**config.mk**
```make
export PLATFORM = sky130hd
export DESIGN_NAME = pipe_hazard_ctrl
export DESIGN_NICKNAME = d
export VERILOG_FILES = /design/src/rtl/pipe_hazard_ctrl.sv
export SDC_FILE = /design/constraint.sdc
export NUM_CORES = 1
export LEC_CHECK = 0
export ABC_CLOCK_PERIOD_IN_PS = 2950
export CORE_MARGIN = 3
export CORE_UTILIZATION = 42
export DETAILED_ROUTE_END_ITERATION = 12
export GPL_ROUTABILITY_DRIVEN = 0
export PLACE_DENSITY = 0.88
export SLEW_MARGIN = 0
export SYNTH_ARGS = -nofsm -noshare
export SYNTH_HDL_FRONTEND = slang
export SYNTH_SLANG_ARGS = --single-unit
```
**constraint.sdc**
```tcl
create_clock -name clk -period 2.95 [get_ports clk]
set_input_delay 0.59 -clock clk [delete_from_list [all_inputs] [get_ports clk]]
set_output_delay 0.59 -clock clk [all_outputs]
set_load 0.02 [all_outputs]
```
**src/rtl/pipe_hazard_ctrl.sv**
```systemverilog
// ---------------------------------------------------------------------------
// pipe_hazard_ctrl
//   Central sequencer for the 5-stage MIPS pipeline. It produces the freeze
//   and flush controls for the IF, ID, EXE and MEM stage registers, the EXE
//   forwarding selects, a multi-cycle data-memory wait FSM and a saturating
//   stall performance counter.
//
// Parameters
//   MEM_LAT : total cycles a data-memory access occupies MEM (1..15)
//   CNT_W   : width of the stall performance counter
//
// Ports
//   clk, rst          : clock (rising edge), asynchronous active-low reset
//   fwd_en            : 1 = forwarding on, 0 = stall on every RAW dependency
//   id_*              : source registers of the instruction in ID
//   ex_*              : fields held in the ID/EX register
//   mem_*             : fields held in the EXE/MEM register
//   wb_*              : fields held in the MEM/WB register
//   branch_taken      : branch resolved taken in EXE
//   freeze_*/flush_*  : stage register hold / clear controls
//   mem_start         : one-cycle pulse that launches a data-memory access
//   sel_a, sel_b      : ALU operand selects (0 regfile, 1 EXE/MEM, 2 WB)
//   stall_cnt         : saturating count of cycles with freeze_if high
// ---------------------------------------------------------------------------
module pipe_hazard_ctrl #(
  parameter int MEM_LAT = 4,
  parameter int CNT_W   = 16
) (
  input  logic             clk,
  input  logic             rst,
  input  logic             fwd_en,
  input  logic [4:0]       id_src1,
  input  logic [4:0]       id_src2,
  input  logic             id_two_src,
  input  logic [4:0]       ex_src1,
  input  logic [4:0]       ex_src2,
  input  logic [4:0]       ex_dest,
  input  logic             ex_wb_en,
  input  logic             ex_mem_r_en,
  input  logic [4:0]       mem_dest,
  input  logic             mem_wb_en,
  input  logic             mem_r_en,
  input  logic             mem_w_en,
  input  logic [4:0]       wb_dest,
  input  logic             wb_wb_en,
  input  logic             branch_taken,
  output logic             freeze_if,
  output logic             freeze_id,
  output logic             freeze_exe,
  output logic             freeze_mem,
  output logic             flush_if,
  output logic             flush_id,
  output logic             mem_start,
  output logic [1:0]       sel_a,
  output logic [1:0]       sel_b,
  output logic [CNT_W-1:0] stall_cnt
);

  typedef enum logic {
    ST_IDLE = 1'b0,
    ST_WAIT = 1'b1
  } state_t;

  // Index of the final access cycle, counted from 0 at the IDLE cycle.
  localparam logic [3:0] LAST_CNT = 4'(MEM_LAT - 1);

  state_t     state_reg, state_next;
  logic [3:0] cnt_reg, cnt_next;
  logic       mem_acc;
  logic       mem_frz;
  logic       start_c;
  logic       hz;

  logic [CNT_W-1:0] stall_cnt_reg;

  assign mem_acc = mem_r_en | mem_w_en;

  // -------------------------------------------------------------------------
  // Memory wait FSM: the launch cycle in IDLE is the first of MEM_LAT cycles,
  // so WAIT only has to cover cycles 1..MEM_LAT-1 and releases on the last.
  // -------------------------------------------------------------------------
  always_comb begin
    state_next = state_reg;
    cnt_next   = cnt_reg;
    mem_frz    = 1'b0;
    start_c    = 1'b0;
    case (state_reg)
      ST_IDLE: begin
        if (mem_acc) begin
          start_c = 1'b1;
          if (MEM_LAT > 1) begin
            mem_frz    = 1'b1;
            cnt_next   = 4'd1;
            state_next = ST_WAIT;
          end
        end
      end
      ST_WAIT: begin
        if (cnt_reg < LAST_CNT) begin
          mem_frz  = 1'b1;
          cnt_next = cnt_reg + 4'd1;
        end else begin
          cnt_next   = 4'd0;
          state_next = ST_IDLE;
        end
      end
      default: begin
        cnt_next   = 4'd0;
        state_next = ST_IDLE;
      end
    endcase
  end

  always_ff @(posedge clk or negedge rst) begin
    if (!rst) begin
      state_reg <= ST_IDLE;
      cnt_reg   <= 4'd0;
    end else begin
      state_reg <= state_next;
      cnt_reg   <= cnt_next;
    end
  end

  // -------------------------------------------------------------------------
  // Per-source hazard match (ID side) and forwarding select (EXE side).
  // Register 0 never creates a dependency.
  // -------------------------------------------------------------------------
  logic [4:0] id_src [2];
  logic [4:0] ex_src [2];
  logic [1:0] id_use;
  logic [1:0] ex_hit;
  logic [1:0] mem_hit;
  logic [1:0] fwd_sel [2];

  assign id_src[0] = id_src1;
  assign id_src[1] = id_src2;
  assign ex_src[0] = ex_src1;
  assign ex_src[1] = ex_src2;
  assign id_use    = {id_two_src, 1'b1};

  for (genvar gi = 0; gi < 2; gi++) begin : g_src
    assign ex_hit[gi]  = id_use[gi] && (id_src[gi] != 5'd0) && (id_src[gi] == ex_dest);
    assign mem_hit[gi] = id_use[gi] && (id_src[gi] != 5'd0) && (id_src[gi] == mem_dest);

    // EXE/MEM is the younger producer, so it wins over MEM/WB.
    assign fwd_sel[gi] =
        (!fwd_en || ex_src[gi] == 5'd0)              ? 2'd0 :
        (mem_wb_en && mem_dest == ex_src[gi])        ? 2'd1 :
        (wb_wb_en  && wb_dest  == ex_src[gi])        ? 2'd2 : 2'd0;
  end

  // With forwarding only a load in EXE cannot be bypassed in time; without it
  // any pending writer in EXE or MEM forces a stall.
  assign hz = fwd_en ? (ex_mem_r_en && ex_wb_en && (|ex_hit))
                     : ((ex_wb_en && (|ex_hit)) || (mem_wb_en && (|mem_hit)));

  // -------------------------------------------------------------------------
  // Outputs. Stage registers give flush priority over freeze, so flushes are
  // masked while the memory freeze is active. All outputs are forced low
  // while reset is held.
  // -------------------------------------------------------------------------
  assign freeze_mem = rst & mem_frz;
  assign freeze_exe = rst & mem_frz;
  assign freeze_id  = rst & mem_frz;
  assign freeze_if  = rst & (mem_frz | hz);
  assign flush_if   = rst & ~mem_frz & branch_taken;
  assign flush_id   = rst & ~mem_frz & (branch_taken | hz);
  assign mem_start  = rst & start_c;
  assign sel_a      = rst ? fwd_sel[0] : 2'd0;
  assign sel_b      = rst ? fwd_sel[1] : 2'd0;

  always_ff @(posedge clk or negedge rst) begin
    if (!rst) begin
      stall_cnt_reg <= '0;
    end else if (freeze_if && (stall_cnt_reg != {CNT_W{1'b1}})) begin
      stall_cnt_reg <= stall_cnt_reg + CNT_W'(1);
    end
  end

  assign stall_cnt = stall_cnt_reg;

endmodule

```
==> results.md <==
- Status: completed
- CP arrival: 2.35 ns
- Clock transition at the register clock pins on the worst setup and hold paths after CTS: 0.07 ns
- CTS Sinks: 21
- Starting utilization of the core area: 45.66%
- Hold slack: 0.4872 ns
- Horizontal die dimension: 67.87 um
- Syn_area_per_cell: 9.294 um2
- Top cell family by delay on the critical path: simple AND/OR/NAND/NOR gates
- CP Launch Type: primary input
- Pin count of the biggest net entering global routing: 25
- Worst-Margin Slew: 0.4147 ns
- Number of distinct library cells after synthesis: 32
- Largest incremental delay on the critical path: 0.55 ns
- Number of global-route vias before repair: 1716
- Net count reported at finish: 318
- Maximum net fanout on the critical path: 2
- Path category of the worst min-delay check: reg -> reg
- Largest register FFs: 16
- Critical path buffer and inverter count: 2
- Cell leakage power: 1.192 nW
- Final worst clock skew: 0.004202 ns
- Final critical path time including I/O delays and setup: 2.935 ns
- Global-route wire length before repair: 7.645 mm
- Vias after detailed routing: 1689
- Post-CTS Setup Inserts: 0
- Final hold violation count: 0
- Met1 Usage GRT: 26.52%
- TritonCTS clock tree: yes
- Share of the core filled with cells in the final layout: 74.52%
- Synth-to-layout area growth: 63.19%
- Power per Cell Area: 474.7 nW/um2
- Synthesized Nets: 221
- Number of nets with antenna violations after routing: 0
- Met2 track demand over resource: 37.91%
- Total half-perimeter wirelength after legalization and detailed placement: 3.786 mm
- Antenna violations before repair: 0
- DIE AREA: 4606 um2
- Hold bufs inserted after CTS: 0
- Synth Cell Area: 1608 um2
- Share of post-route cells with drive strength above 1: 17.10%
- Cells traversed along the worst timing path: dlygate4sd2_1 -> or4_4 -> o21ai_4 -> nor4_1 -> o221a_2 -> nor3_4 -> nor2b_2 -> buf_4
- Core area: 3521 um2
- Post-detailed-routing wire length: 4.949 mm
- Data required time at the worst endpoint: 2.36 ns
- Highest-utilization routing layer at the global route stage: met2
- Peak Freq: 340.7 MHz
- Clk Tree Root Cell: sky130_fd_sc_hd__clkbuf_8
- Cell Count Post-Placement: 311
- Global route overflow: 0
- Slowest library cell on the worst path: sky130_fd_sc_hd__or4_4
- Vertical extent of the die: 67.87 um
- 1st-iter DRT viols: 108
- Reg-to-reg setup timing slack: 0.56 ns
- Number of pins with negative max-slew slack in the final report: 0
- Total I/O pin count: 73
- Tightest slew margin relative to the limit: 72.28%
- CTS buffer count: 3
- Post-detailed-placement cell area: 2556 um2
- CTS H-Tree Depth: 1
- Antenna Cells: 0
- Summed negative setup slack over all endpoints: 0 ns
- Final clock period utilization by the worst path: 99.50%
- Vias per inst: 5.362
- Final setup violating endpoints: 0
- Worst vdd ir: 0.4092 mV
- Standard-cell row count: 21
- Pre-CTS WS: -0.4951 ns
- Flip-flop and latch count after synthesis: 21
- Insertion delay to the later sink of the worst-skew pair: 0.27 ns
- Final setup slack of the worst path: 0.01484 ns
- Maximum capacitance violations: 0
- Cell area after layout: 2624 um2
- Kind of end point of the critical path: primary output
- Number of input and output port buffers inserted: 72
- WL per Instance: 15.71 um
- RSZ-0062 raised after global routing: true
- Maximum buffer depth of the clock tree: 2
- Number of non-filler instances in the completed layout: 315
- Portion of the post-synthesis area used by sequential elements: 32.68%
- Total DRC errors in the routed layout: 0
- First drt pass iteration count: 4
- Sum of internal, switching and leakage power: 1.245 mW
- Grt met3 use: 4.433%
- Syn Inst Count: 173
- Total number of yosys warnings: 0
- Total routing resource utilization after global routing: 22.23%
- WS Path Type: in -> out
==> worst paths after layout <==
path	startpoint	to	cells after the start
worst max-delay path	id_src2[3]	freeze_if	8
worst min-delay path	cnt_reg[3]$_DFFE_PN0P_	cnt_reg[3]$_DFFE_PN0P_	1
worst max register to register	cnt_reg[0]$_DFFE_PN0P_	stall_cnt[15]$_DFFE_PN0P_	7
worst min register to register	cnt_reg[3]$_DFFE_PN0P_	cnt_reg[3]$_DFFE_PN0P_	1
max in group asynchronous	rst	cnt_reg[0]$_DFFE_PN0P_	3
min in group asynchronous	rst	stall_cnt[5]$_DFFE_PN0P_	2
==> area by class of cell <==
cell class | instances | area (um2)
clock inverter | 1 | 5.005
tap | 46 | 57.56
clock buffer | 3 | 41.29
timing repair buffer | 97 | 897.1
inverter | 3 | 11.26
sequential | 21 | 525.5
fill | 280 | 897.1
multi-input combinational | 144 | 1086
==> metal layers <==
metal | routed length [um] | share of wire, %
met1 | 2108 | 43
met2 | 2255 | 46
met3 | 431 | 8.7
met4 | 153 | 3.1
met5 | 0 | 0
==> cell families (layout without fill, tap and decap cells) <==
group | after synthesis | in the layout | synth area share, %
and+or+nand+nor | 74 | 74 | 26.30
xor gates and xnor gates | 53 | 53 | 28.87
DFF | 21 | 21 | 32.68
AOI/OAI and AO/OA | 12 | 12 | 5.915
buffers and inverters | 8 | 104 | 2.568
muxes | 3 | 3 | 2.101
adders and majority gates | 2 | 2 | 1.556
==> Yosys cell counts (all sizes together) <==
master   n  area (um2)
nor3     7       46.30
o211a    1       10.01
nand3    8       40.04
nand2   12       45.04
ha       2       25.02
inv      3       11.26
buf      3       22.52
clkbuf   2       7.510
and2     4       25.02
o22ai    1       6.260
o31a     1       8.760
xor2    36       315.3
a21oi    2       10.01
and3     5       31.28
nor4    15       93.84
or4      4       30.03
o221a    1       11.26
mux2     3       33.78
dfrtp   21       525.5
o2111a   2       22.52
nor4b    2       17.52
nor2     6       22.52
o21ai    3       18.77
o21a     1       7.510
nand2b   1       6.260
nor3b    2       15.01
xnor2   17       148.9
nor2b    2       12.51
or3      3       18.77
nand4    3       18.77
==> cells in the final DEF (no fill, tap or decap), types with 4 or more instances in the layout <==
| cell | n |
|---|---|
| sky130_fd_sc_hd__xnor2_1 | 17 |
| sky130_fd_sc_hd__nand2_1 | 12 |
| sky130_fd_sc_hd__buf_4 | 25 |
| sky130_fd_sc_hd__clkdlybuf4s50_1 | 51 |
| sky130_fd_sc_hd__nand3_1 | 8 |
| sky130_fd_sc_hd__xor2_1 | 36 |
| sky130_fd_sc_hd__nor2_1 | 5 |
| sky130_fd_sc_hd__and3_1 | 5 |
| sky130_fd_sc_hd__nor4_1 | 13 |
| sky130_fd_sc_hd__nor3_1 | 5 |
| sky130_fd_sc_hd__dlygate4sd2_1 | 14 |
| sky130_fd_sc_hd__and2_1 | 4 |
| sky130_fd_sc_hd__dfrtp_1 | 21 |
==> where the power goes <==
part	internal [mW]	total, mW	switching (mW)
sequential	0.354	0.431	0.0774
clock	0.0944	0.193	0.0984
combinational	0.315	0.621	0.307
total	0.763	1.25	0.483
==> what timing repair did <==
item                       CTS  global route
gates cloned                 0             0
resized for setup           36            10
pin swaps                   10             4
setup endpoints to repair   10             6
Power figures use the tool's default switching activity.
